--- src/rtl/baccarat_pkg.sv ---
// Shared card type, card value limits and the card-to-points / card-to-segment maps
// used by the baccarat hand datapath.
package baccarat_pkg;

   typedef logic [3:0] card_t;

   localparam card_t      CARD_MIN  = 4'd1;
   localparam card_t      CARD_MAX  = 4'd13;
   localparam logic [6:0] SEG_BLANK = 7'b1111111;

   // Tens and face cards are worth nothing in baccarat.
   function automatic logic [3:0] card_points(input card_t c);
      return (c >= 4'd10) ? 4'd0 : c;
   endfunction

   // Out-of-range external values are treated as a king.
   function automatic card_t card_clamp(input card_t c);
      return ((c < CARD_MIN) || (c > CARD_MAX)) ? CARD_MAX : c;
   endfunction

   function automatic logic [6:0] card_to_seg(input card_t c);
      logic [6:0] seg;
      case (c)
         4'd1:    seg = 7'b0001000;
         4'd2:    seg = 7'b0100100;
         4'd3:    seg = 7'b0110000;
         4'd4:    seg = 7'b0011001;
         4'd5:    seg = 7'b0010010;
         4'd6:    seg = 7'b0000010;
         4'd7:    seg = 7'b1111000;
         4'd8:    seg = 7'b0000000;
         4'd9:    seg = 7'b0010000;
         4'd10:   seg = 7'b1000000;
         4'd11:   seg = 7'b1100001;
         4'd12:   seg = 7'b0011000;
         4'd13:   seg = 7'b0001001;
         default: seg = SEG_BLANK;
      endcase
      return seg;
   endfunction

endpackage

--- src/rtl/baccarat_hand_datapath_card7seg_p.sv ---
// Combinational decoder from one stored card value to its active-low 7-seg digit (g..a).
module card7seg_p
   import baccarat_pkg::*;
(
   input  card_t      card,
   output logic [6:0] seg
);

   assign seg = card_to_seg(card);

endmodule

--- src/rtl/baccarat_hand_datapath.sv ---
// Multi-hand baccarat datapath: card counter, per-hand slot/score registers,
// valid/ready deal port, per-hand clear and one 7-seg digit per slot.
module baccarat_hand_datapath
   import baccarat_pkg::*;
#(
   parameter int NUM_HANDS      = 2,
   parameter int CARDS_PER_HAND = 3,
   localparam int HAND_W        = (NUM_HANDS > 1) ? $clog2(NUM_HANDS) : 1
)(
   input  logic                                  slow_clock,
   input  logic                                  resetb,
   input  logic                                  deal_valid,
   input  logic [HAND_W-1:0]                     deal_hand,
   output logic                                  deal_ready,
   output logic                                  deal_err,
   input  logic [NUM_HANDS-1:0]                  clear_hand,
   input  logic                                  use_ext_card,
   input  logic [3:0]                            ext_card,
   output logic [NUM_HANDS*CARDS_PER_HAND*4-1:0] card_out,
   output logic [NUM_HANDS*3-1:0]                card_count,
   output logic [NUM_HANDS*4-1:0]                score_out,
   output logic [NUM_HANDS*CARDS_PER_HAND*7-1:0] hex_out
);

   localparam logic [2:0] SLOTS = 3'(CARDS_PER_HAND);

   card_t      slot_q  [NUM_HANDS][CARDS_PER_HAND];
   logic [2:0] count_q [NUM_HANDS];
   logic [3:0] score_q [NUM_HANDS];
   logic [5:0] hand_sum[NUM_HANDS];
   card_t      cnt_q;
   logic       err_q;

   logic  hand_ok, sel_full, sel_clear, accept, err_next;
   card_t src_card;

   // Deal handshake: a card moves when deal_valid and deal_ready are both high at a posedge.
   always_comb begin
      hand_ok   = 32'(deal_hand) < NUM_HANDS;
      sel_full  = 1'b0;
      sel_clear = 1'b0;
      if (hand_ok) begin
         sel_full  = (count_q[deal_hand] == SLOTS);
         sel_clear = clear_hand[deal_hand];
      end
      deal_ready = hand_ok && !sel_full && !sel_clear;
      accept     = deal_valid && deal_ready;
      // A refusal caused only by a pending clear is expected traffic, not an error.
      err_next   = deal_valid && (!hand_ok || (sel_full && !sel_clear));
      src_card   = use_ext_card ? card_clamp(ext_card) : cnt_q;
   end

   always_comb begin
      for (int h = 0; h < NUM_HANDS; h++) begin
         hand_sum[h] = '0;
         for (int s = 0; s < CARDS_PER_HAND; s++)
            hand_sum[h] = hand_sum[h] + 6'(card_points(slot_q[h][s]));
      end
   end

   always_ff @(posedge slow_clock) begin
      if (resetb) begin
         cnt_q <= CARD_MIN;
         err_q <= 1'b0;
         for (int h = 0; h < NUM_HANDS; h++) begin
            count_q[h] <= '0;
            score_q[h] <= '0;
            for (int s = 0; s < CARDS_PER_HAND; s++)
               slot_q[h][s] <= '0;
         end
      end else begin
         cnt_q <= (cnt_q == CARD_MAX) ? CARD_MIN : cnt_q + 4'd1;
         err_q <= err_next;
         for (int h = 0; h < NUM_HANDS; h++) begin
            if (clear_hand[h]) begin
               count_q[h] <= '0;
               score_q[h] <= '0;
               for (int s = 0; s < CARDS_PER_HAND; s++)
                  slot_q[h][s] <= '0;
            end else begin
               // Score follows the slots one edge later.
               score_q[h] <= 4'(hand_sum[h] % 6'd10);
               if (accept && (32'(deal_hand) == h)) begin
                  count_q[h] <= count_q[h] + 3'd1;
                  for (int s = 0; s < CARDS_PER_HAND; s++)
                     if (count_q[h] == 3'(s))
                        slot_q[h][s] <= src_card;
               end
            end
         end
      end
   end

   assign deal_err = err_q;

   for (genvar h = 0; h < NUM_HANDS; h++) begin : g_hand
      assign card_count[h*3 +: 3] = count_q[h];
      assign score_out[h*4 +: 4]  = score_q[h];
      for (genvar s = 0; s < CARDS_PER_HAND; s++) begin : g_slot
         assign card_out[(h*CARDS_PER_HAND+s)*4 +: 4] = slot_q[h][s];
         card7seg_p u_seg (
            .card (slot_q[h][s]),
            .seg  (hex_out[(h*CARDS_PER_HAND+s)*7 +: 7])
         );
      end
   end

endmodule

--- config.mk ---
export PLATFORM = sky130hd
export DESIGN_NAME = baccarat_hand_datapath
export DESIGN_NICKNAME = d
export VERILOG_FILES = /design/src/rtl/baccarat_pkg.sv /design/src/rtl/baccarat_hand_datapath_card7seg_p.sv /design/src/rtl/baccarat_hand_datapath.sv
export SDC_FILE = /design/constraint.sdc
export NUM_CORES = 1
export LEC_CHECK = 0
export ABC_AREA = 1
export CAP_MARGIN = 10
export CORE_ASPECT_RATIO = 1.75
export CORE_MARGIN = 1.5
export CORE_UTILIZATION = 50
export DETAILED_ROUTE_END_ITERATION = 6
export PLACE_DENSITY = 0.9
export SETUP_SLACK_MARGIN = 0.2
export SLEW_MARGIN = 30
export SYNTH_ARGS = -nofsm -noshare
export SYNTH_HDL_FRONTEND = slang
export SYNTH_SLANG_ARGS = --single-unit
--- constraint.sdc ---
create_clock -name slow_clock -period 4 [get_ports slow_clock]
set_input_delay 0.6 -clock slow_clock [delete_from_list [all_inputs] [get_ports slow_clock]]
set_output_delay 0.6 -clock slow_clock [all_outputs]
set_load 0.01 [all_outputs]
==> results of run 1 <==
==> per-layer routing <==
layer | up-vias | track usage [%] | routed length [um]
met5 | - | 0 | 0
li1 | 2108 | - | -
met1 | 2173 | 27.34 | 4782
met4 | 0 | 11.08 | 655
met2 | 242 | 50.00 | 7411
met3 | 69 | 4.126 | 716
==> path summary, 6_finish.rpt <==
check	end	from	slack [ps]	cells past startpoint
worst max-delay path	score_q[1][2]	slot_q[1][5]	70	22
worst min-delay path	cnt_q[0]	cnt_q[0]	470	1
worst max register to register	score_q[1][2]	slot_q[1][5]	70	22
worst min register to register	cnt_q[0]	cnt_q[0]	470	1
==> layout by cell type, fill, tap and decap left out, drive strengths merged <==
master,n
edfxtp,34
fa,10
conb,8
o311ai,5
o22ai,3
a211o,1
o31ai,3
and2,1
inv,84
clkinv,4
nand2,106
a31oi,4
o21ai,11
nor3,1
dfxtp,9
xnor2,4
nor3b,2
a21boi,1
o21bai,1
buf,57
nand3b,1
clkdlybuf4s50,92
clkinvlp,3
o21a,4
a21oi,19
nand4,9
a311oi,1
o211ai,18
clkbuf,6
nor2,75
o221ai,2
nand3,61
ha,56
xor2,2
or2,1
==> registers in the layout, indices dropped and copies added, names as in the netlist <==
name	flops
slot_q	24
score_q	8
count_q	6
cnt_q	4
deal_err	1
==> logic make-up after synthesis <==
| group | Yosys count | share of synthesized area, % |
|---|---|---|
| xor gates and xnor gates | 6 | 1.256 |
| other | 1 | 0.08965 |
| AOI/OAI and AO/OA | 73 | 11.85 |
| and+or+nand+nor | 257 | 27.76 |
| adders and majority gates | 66 | 21.54 |
| buffers and inverters | 98 | 8.794 |
| DFF | 43 | 28.72 |
==> metrics by stage <==
step / worst slack [ps] / util, % / area, um2
2_1_floorplan: 239.8 / - / 4209
3_3_place_gp: 220.7 / 64.26 / 5271
3_5_place_dp: 17.22 / 64.26 / 5271
4_1_cts: 186.8 / 67.24 / 5515
5_1_grt: -85.99 / 73.80 / 6053
6_report: 72.13 / 73.80 / 6053
==> power by group <==
part	leakage, nW	internal [mW]	switching (mW)
Clock	0.0659	0.227	0.168
Combinational	2.23	0.296	0.341
Sequential	0.447	0.509	0.0299
Total	2.74	1.03	0.539
==> area by class of cell <==
cell class,count,area (um2),area share [%]
well taps,92,115.1,1.902
repair buffers,149,1353,22.34
clock buffers,6,128.9,2.129
inverters,89,349.1,5.767
clock inverters,2,7.507,0.1240
multi-input cells,410,2894,47.81
flip-flops and latches,43,1206,19.93
==> what timing repair did <==
| item | CTS | global route |
|---|---|---|
| resized for setup | 14 | 67 |
| gates cloned | 0 | 0 |
| buffers inserted | 10 | 39 |
| pin swaps | 2 | 19 |
| setup endpoints to repair | 5 | 6 |
==> flow_metrics.env, run 1 <==
export IMPL_tns_ps=0
export IMPL_vdd_ir_drop_max_mv=0.3020
export IMPL_layout_drive_gt1_share_pct=22.17
export IMPL_fin_crit_ps=3928
export IMPL_cp_start_kind="register"
export IMPL_setup_viol=0
export IMPL_die_w_um=72.14
export IMPL_ant_nets=0
export IMPL_clk_latency_ps=300
export IMPL_synth_top_cell_by_area="edfxtp_1"
export IMPL_hold_violations=0
export IMPL_grtUsageTotal_pct=26.03
export IMPL_path_common_cell="nand2_4"
export IMPL_insertedDiodeCount=0
export IMPL_worstMarginPinSlew_ps=649.6
export IMPL_nets=775
export IMPL_synth_area_leaders="edfxtp_1 24%, ha_1 17%, nand2_1 8.0%, nand3_1 7.2%, inv_1 7.1%"
export IMPL_die_y_um=124.0
export IMPL_synthCells=544
export IMPL_cts_hold_buffers=0
export IMPL_firstDrtPassIters=6
export IMPL_min_period_over_period_pct=98.20
export IMPL_final_cells=791
export IMPL_ys_ff_latch=43
export IMPL_grt_overflow=0
export IMPL_numPlacedInstances=734
export IMPL_synthDistinctLibCells=42
export IMPL_syn_area_um2=4183
export IMPL_clockBufferDepth=2
export IMPL_drt_iter0_drc=403
export IMPL_place_congestion=0.9183
export IMPL_synth_edf_count=34
export IMPL_hold_class="register to register"
export IMPL_path_max_fanout=4
export IMPL_synthDominantCellAreaShare_pct=24.41
export IMPL_area_growth_pct=44.72
export IMPL_vias=4592
export IMPL_timing_hold_ws_ps=465.1
export IMPL_rows=44
export IMPL_status="finished, final reports clean"
export IMPL_cts_sinks=43
export IMPL_dp_hpwl_um=8564
export IMPL_io_pins=93
export IMPL_cts_buffers_inserted=5
export IMPL_cp_arrival_ps=3970
export IMPL_drc=0
export IMPL_maxSlewViolCount=0
export IMPL_slew_headroom_pct=56.53
export IMPL_clockRootBuffer="clkbuf_16"
export IMPL_syn_mean_instance_area_um2=7.689
export IMPL_clkSlewWorstSetupHoldPaths_ps=70
export IMPL_yosysSeqAreaShare_pct=28.72
export IMPL_initial_core_util_pct=50.99
export IMPL_core_area_um2=8203
export IMPL_worst_ep_required_time_ps=4050
export IMPL_routedWlPerCell_um=17.15
export IMPL_yosysMostFrequentCell="nand2_1"
export IMPL_worstPathCellList="buf_4, nor2_4, nand3_2, fa_1, inv_1, ha_4, nand3_2, nand3_2, nand2_1, nand2_2, ha_4, nand3b_1, nand2_2, nand2_4, nand2_4, nand2_4, nand2_4, inv_1, ha_2, nand2_1, nand2_1, nor2_1"
export IMPL_power_mw=1.572
export IMPL_grt_pass1_wl_um=18500
export IMPL_synth_warnings=0
export IMPL_num_fill_cells=530
export IMPL_drv_cap=0
export IMPL_die_area_um2=8945
export IMPL_io_buffer_count=92
export IMPL_grt_max_degree=13
export IMPL_crit_family="simple AND/OR/NAND/NOR gates"
export IMPL_path_class="register to register"
export IMPL_synthTopCellsByCount="89 x nand2_1, 79 x inv_1, 72 x nor2_1"
export IMPL_htreeDepth=2
export IMPL_cp_end_kind="register"
export IMPL_routed_wl_um=13570
export IMPL_async_flop_share_pct=0
export IMPL_post_drt_via_cell_ratio=5.805
export IMPL_ys_flop_type="edfxtp_1"
export IMPL_path_buf_inv=3
export IMPL_worst_path_max_delay_cell="fa_1"
export IMPL_p_leak_nw=2.739
export IMPL_antenna_found_initial=0
export IMPL_skew_ps=11.19
export IMPL_cts_tree="built"
export IMPL_clock_fmax_ghz=0.2546
export IMPL_slowest_delay_ps=530
export IMPL_cellPowerDensity_nw_per_um2=259.6
export IMPL_grt_pass1_vias=4179
(Power assumes the default switching activity.)
==> run 2: changes to the inputs <==
==> constraint.sdc (replaced) <==
create_clock -name slow_clock -period 4.9 [get_ports slow_clock]
set_input_delay 0.735 -clock slow_clock [delete_from_list [all_inputs] [get_ports slow_clock]]
set_output_delay 0.735 -clock slow_clock [all_outputs]
set_load 0.01 [all_outputs]
==> run 2 against run 1 <==
Total power fell by 18%; sequential power fell by 17%; global-route usage fell by 0.68 points; clock skew fell by 7.3 ps; cell count fell by 7.2%; first-iteration DRC count fell by 23%; register-to-register slack improved by 600 ps; clock power rose by 8.8%; count of clock-buffer cells in the layout did not move; fmax fell by 7.0%; sequential share of layout area rose by 2.3 points; wire length fell by 19%; largest cell class unchanged.
==> flow_metrics.env, run 2 (synthesis gave the netlist of run 1 again) <==
export IMPL_ctsResizeCount=0
export IMPL_fin_area_um2=5400
export IMPL_p_leak_nw=2.442
export IMPL_clkPwrFrac_pct=33.4
export IMPL_fin_crit_ps=4223
export IMPL_antenna_found_initial=0
export IMPL_grt_pass1_vias=4147
export IMPL_hold_class="register to register"
export IMPL_regMostFlops="slot_q"
export IMPL_routed_wl_um=10950
export IMPL_vias=4197
export IMPL_cellPowerDensity_nw_per_um2=239.3
export IMPL_grt_overflow=0
export IMPL_die_w_um=72.14
export IMPL_final_common_cell="clkdlybuf4s50_1"
export IMPL_placed_cell_area_um2=5211
export IMPL_grt_pass1_wl_um=18000
export IMPL_path_buf_inv=4
export IMPL_worst_path_max_delay_cell="fa_1"
export IMPL_cts_sinks=43
export IMPL_area_growth_pct=29.11
export IMPL_worstMarginPinSlew_ps=581.2
export IMPL_vdd_ir_drop_max_mv=0.2726
export IMPL_path_common_cell="inv_1"
export IMPL_setup_viol=0
export IMPL_nets=718
export IMPL_pwr_share_seq_pct=34.5
export IMPL_die_area_um2=8945
export IMPL_numPlacedInstances=726
export IMPL_ant_nets=0
export IMPL_cp_end_kind="register"
export IMPL_path_max_fanout=6
export IMPL_rr_endpoint="score_q[0][3]"
export IMPL_path_class="register to register"
export IMPL_intPower_mw=0.8974
export IMPL_final_cell_mix="92 x clkdlybuf4s50_1, 89 x nand2_1, 79 x inv_1, 72 x nor2_1, 60 x nand3_1"
export IMPL_crit_family="adder cells"
export IMPL_status="finished, final reports clean"
export IMPL_cts_hold_buffers=0
export IMPL_clkSlewWorstSetupHoldPaths_ps=60
export IMPL_clock_fmax_ghz=0.2368
export IMPL_final_cells=734
export IMPL_drt_iter0_drc=311
export IMPL_r2r_start="slot_q[0][8]"
export IMPL_min_period_over_period_pct=86.18
export IMPL_crit_cells=21
export IMPL_cp_arrival_ps=4380
export IMPL_slowest_delay_ps=480
export IMPL_crit_path_end="score_q[0][3]"
export IMPL_postCtsSetupRepairBufs=0
export IMPL_power_mw=1.292
export IMPL_post_drt_via_cell_ratio=5.718
export IMPL_place_ws_ps=805.4
export IMPL_maxSlewViolCount=0
export IMPL_fin_ws_ps=677.0
export IMPL_drv_cap=0
export IMPL_reg_top3="slot_q x24, score_q x8, count_q x6"
export IMPL_drc=0
export IMPL_die_y_um=124.0
export IMPL_grt_setup_unrepaired="no"
export IMPL_reg2reg_depth=21
export IMPL_tns_ps=0
export IMPL_clk_latency_ps=280
export IMPL_ff2ff_setup_slack_ps=680
export IMPL_worst_ep_required_time_ps=5060
export IMPL_clockBufferDepth=2
export IMPL_routedWlPerCell_um=14.92
export IMPL_clockRootBuffer="clkbuf_16"
export IMPL_crit_path_start="slot_q[0][8]"
export IMPL_place_congestion=0.9146
export IMPL_grt_max_degree=14
export IMPL_io_buffer_count=92
export IMPL_timing_hold_ws_ps=452.7
export IMPL_initial_core_util_pct=50.99
export IMPL_rows=44
export IMPL_grtUsageTotal_pct=25.35
export IMPL_firstDrtPassIters=5
export IMPL_dp_hpwl_um=8535
export IMPL_fin_util_pct=65.83
export IMPL_io_pins=93
export IMPL_htreeDepth=2
export IMPL_cp_start_kind="register"
export IMPL_insertedDiodeCount=0
export IMPL_skew_ps=3.908
export IMPL_core_area_um2=8203
export IMPL_cts_tree="built"
export IMPL_largest_reg_flops=24
export IMPL_cts_buffers_inserted=5
export IMPL_slew_headroom_pct=61.11
export IMPL_p_sw_mw=0.3948
export IMPL_sw_frac_of_total_pct=30.55
export IMPL_worstPathCellList="inv_1, ha_1, inv_1, a31oi_1, nor2_1, fa_1, ha_1, fa_1, xnor2_1, nand4_1, nand3_2, nand2_2, nand2_2, nand2_1, and2_1, ha_1, o21ai_0, nand2_1, inv_1, nand2_1, inv_1"
export IMPL_layout_drive_gt1_share_pct=5.919
export IMPL_power_frac_comb_pct=32.1
export IMPL_hold_violations=0
==> run 2: worst min path at each step <==
stage,startpoint,to,depth (start not counted)
floorplan,cnt_q[0],cnt_q[0],1
global placement,cnt_q[0],cnt_q[0],1
detailed placement,cnt_q[0],cnt_q[0],1
CTS,cnt_q[0],cnt_q[0],1
global route,cnt_q[0],cnt_q[0],1
finish,cnt_q[0],cnt_q[0],1
==> run 2: cell type report <==
type	count	area, um2
Sequential cell	43	1201
Multi-Input combinational cell	410	2640
Inverter	89	334.1
Fill cell	632	2803
Clock buffer	6	128.9
Clock inverter	2	60.06
Timing Repair Buffer	92	920.9
Tap cell	92	115.1
==> run 2: power groups by stage <==
stage | Combinational (mW) | Sequential (mW) | Clock, mW
CTS | 0.413 | 0.445 | 0.434
global route | 0.455 | 0.449 | 0.453
floorplan | 0.237 | 0.450 | 0
detailed placement | 0.407 | 0.453 | 0
global placement | 0.388 | 0.451 | 0
finish | 0.415 | 0.446 | 0.431
==> run 2: worst reg2reg max path, stage by stage, from the launching register on <==
cell and delay (ps):
dfxtp_1 360, inv_1 200, ha_1 210, inv_1 60
a31oi_1 240, nor2_1 100, fa_1 480, ha_1 250
fa_1 410, xnor2_1 350, nand4_1 230, nand3_2 140
nand2_2 90, nand2_2 90, nand2_1 100, and2_1 180
ha_1 200, o21ai_0 160, nand2_1 80, inv_1 70
nand2_1 50, inv_1 50
==> run 2: metal layers <==
layer | up-vias | share of wire (%) | routed length [um] | global-route usage, %
met3 | 47 | 4.6 | 504 | 2.994
met2 | 180 | 55 | 5974 | 49.07
li1 | 1985 | - | - | -
met5 | - | 0 | 0 | 0
met4 | 0 | 4.8 | 521 | 13.56
met1 | 1985 | 36 | 3948 | 25.74
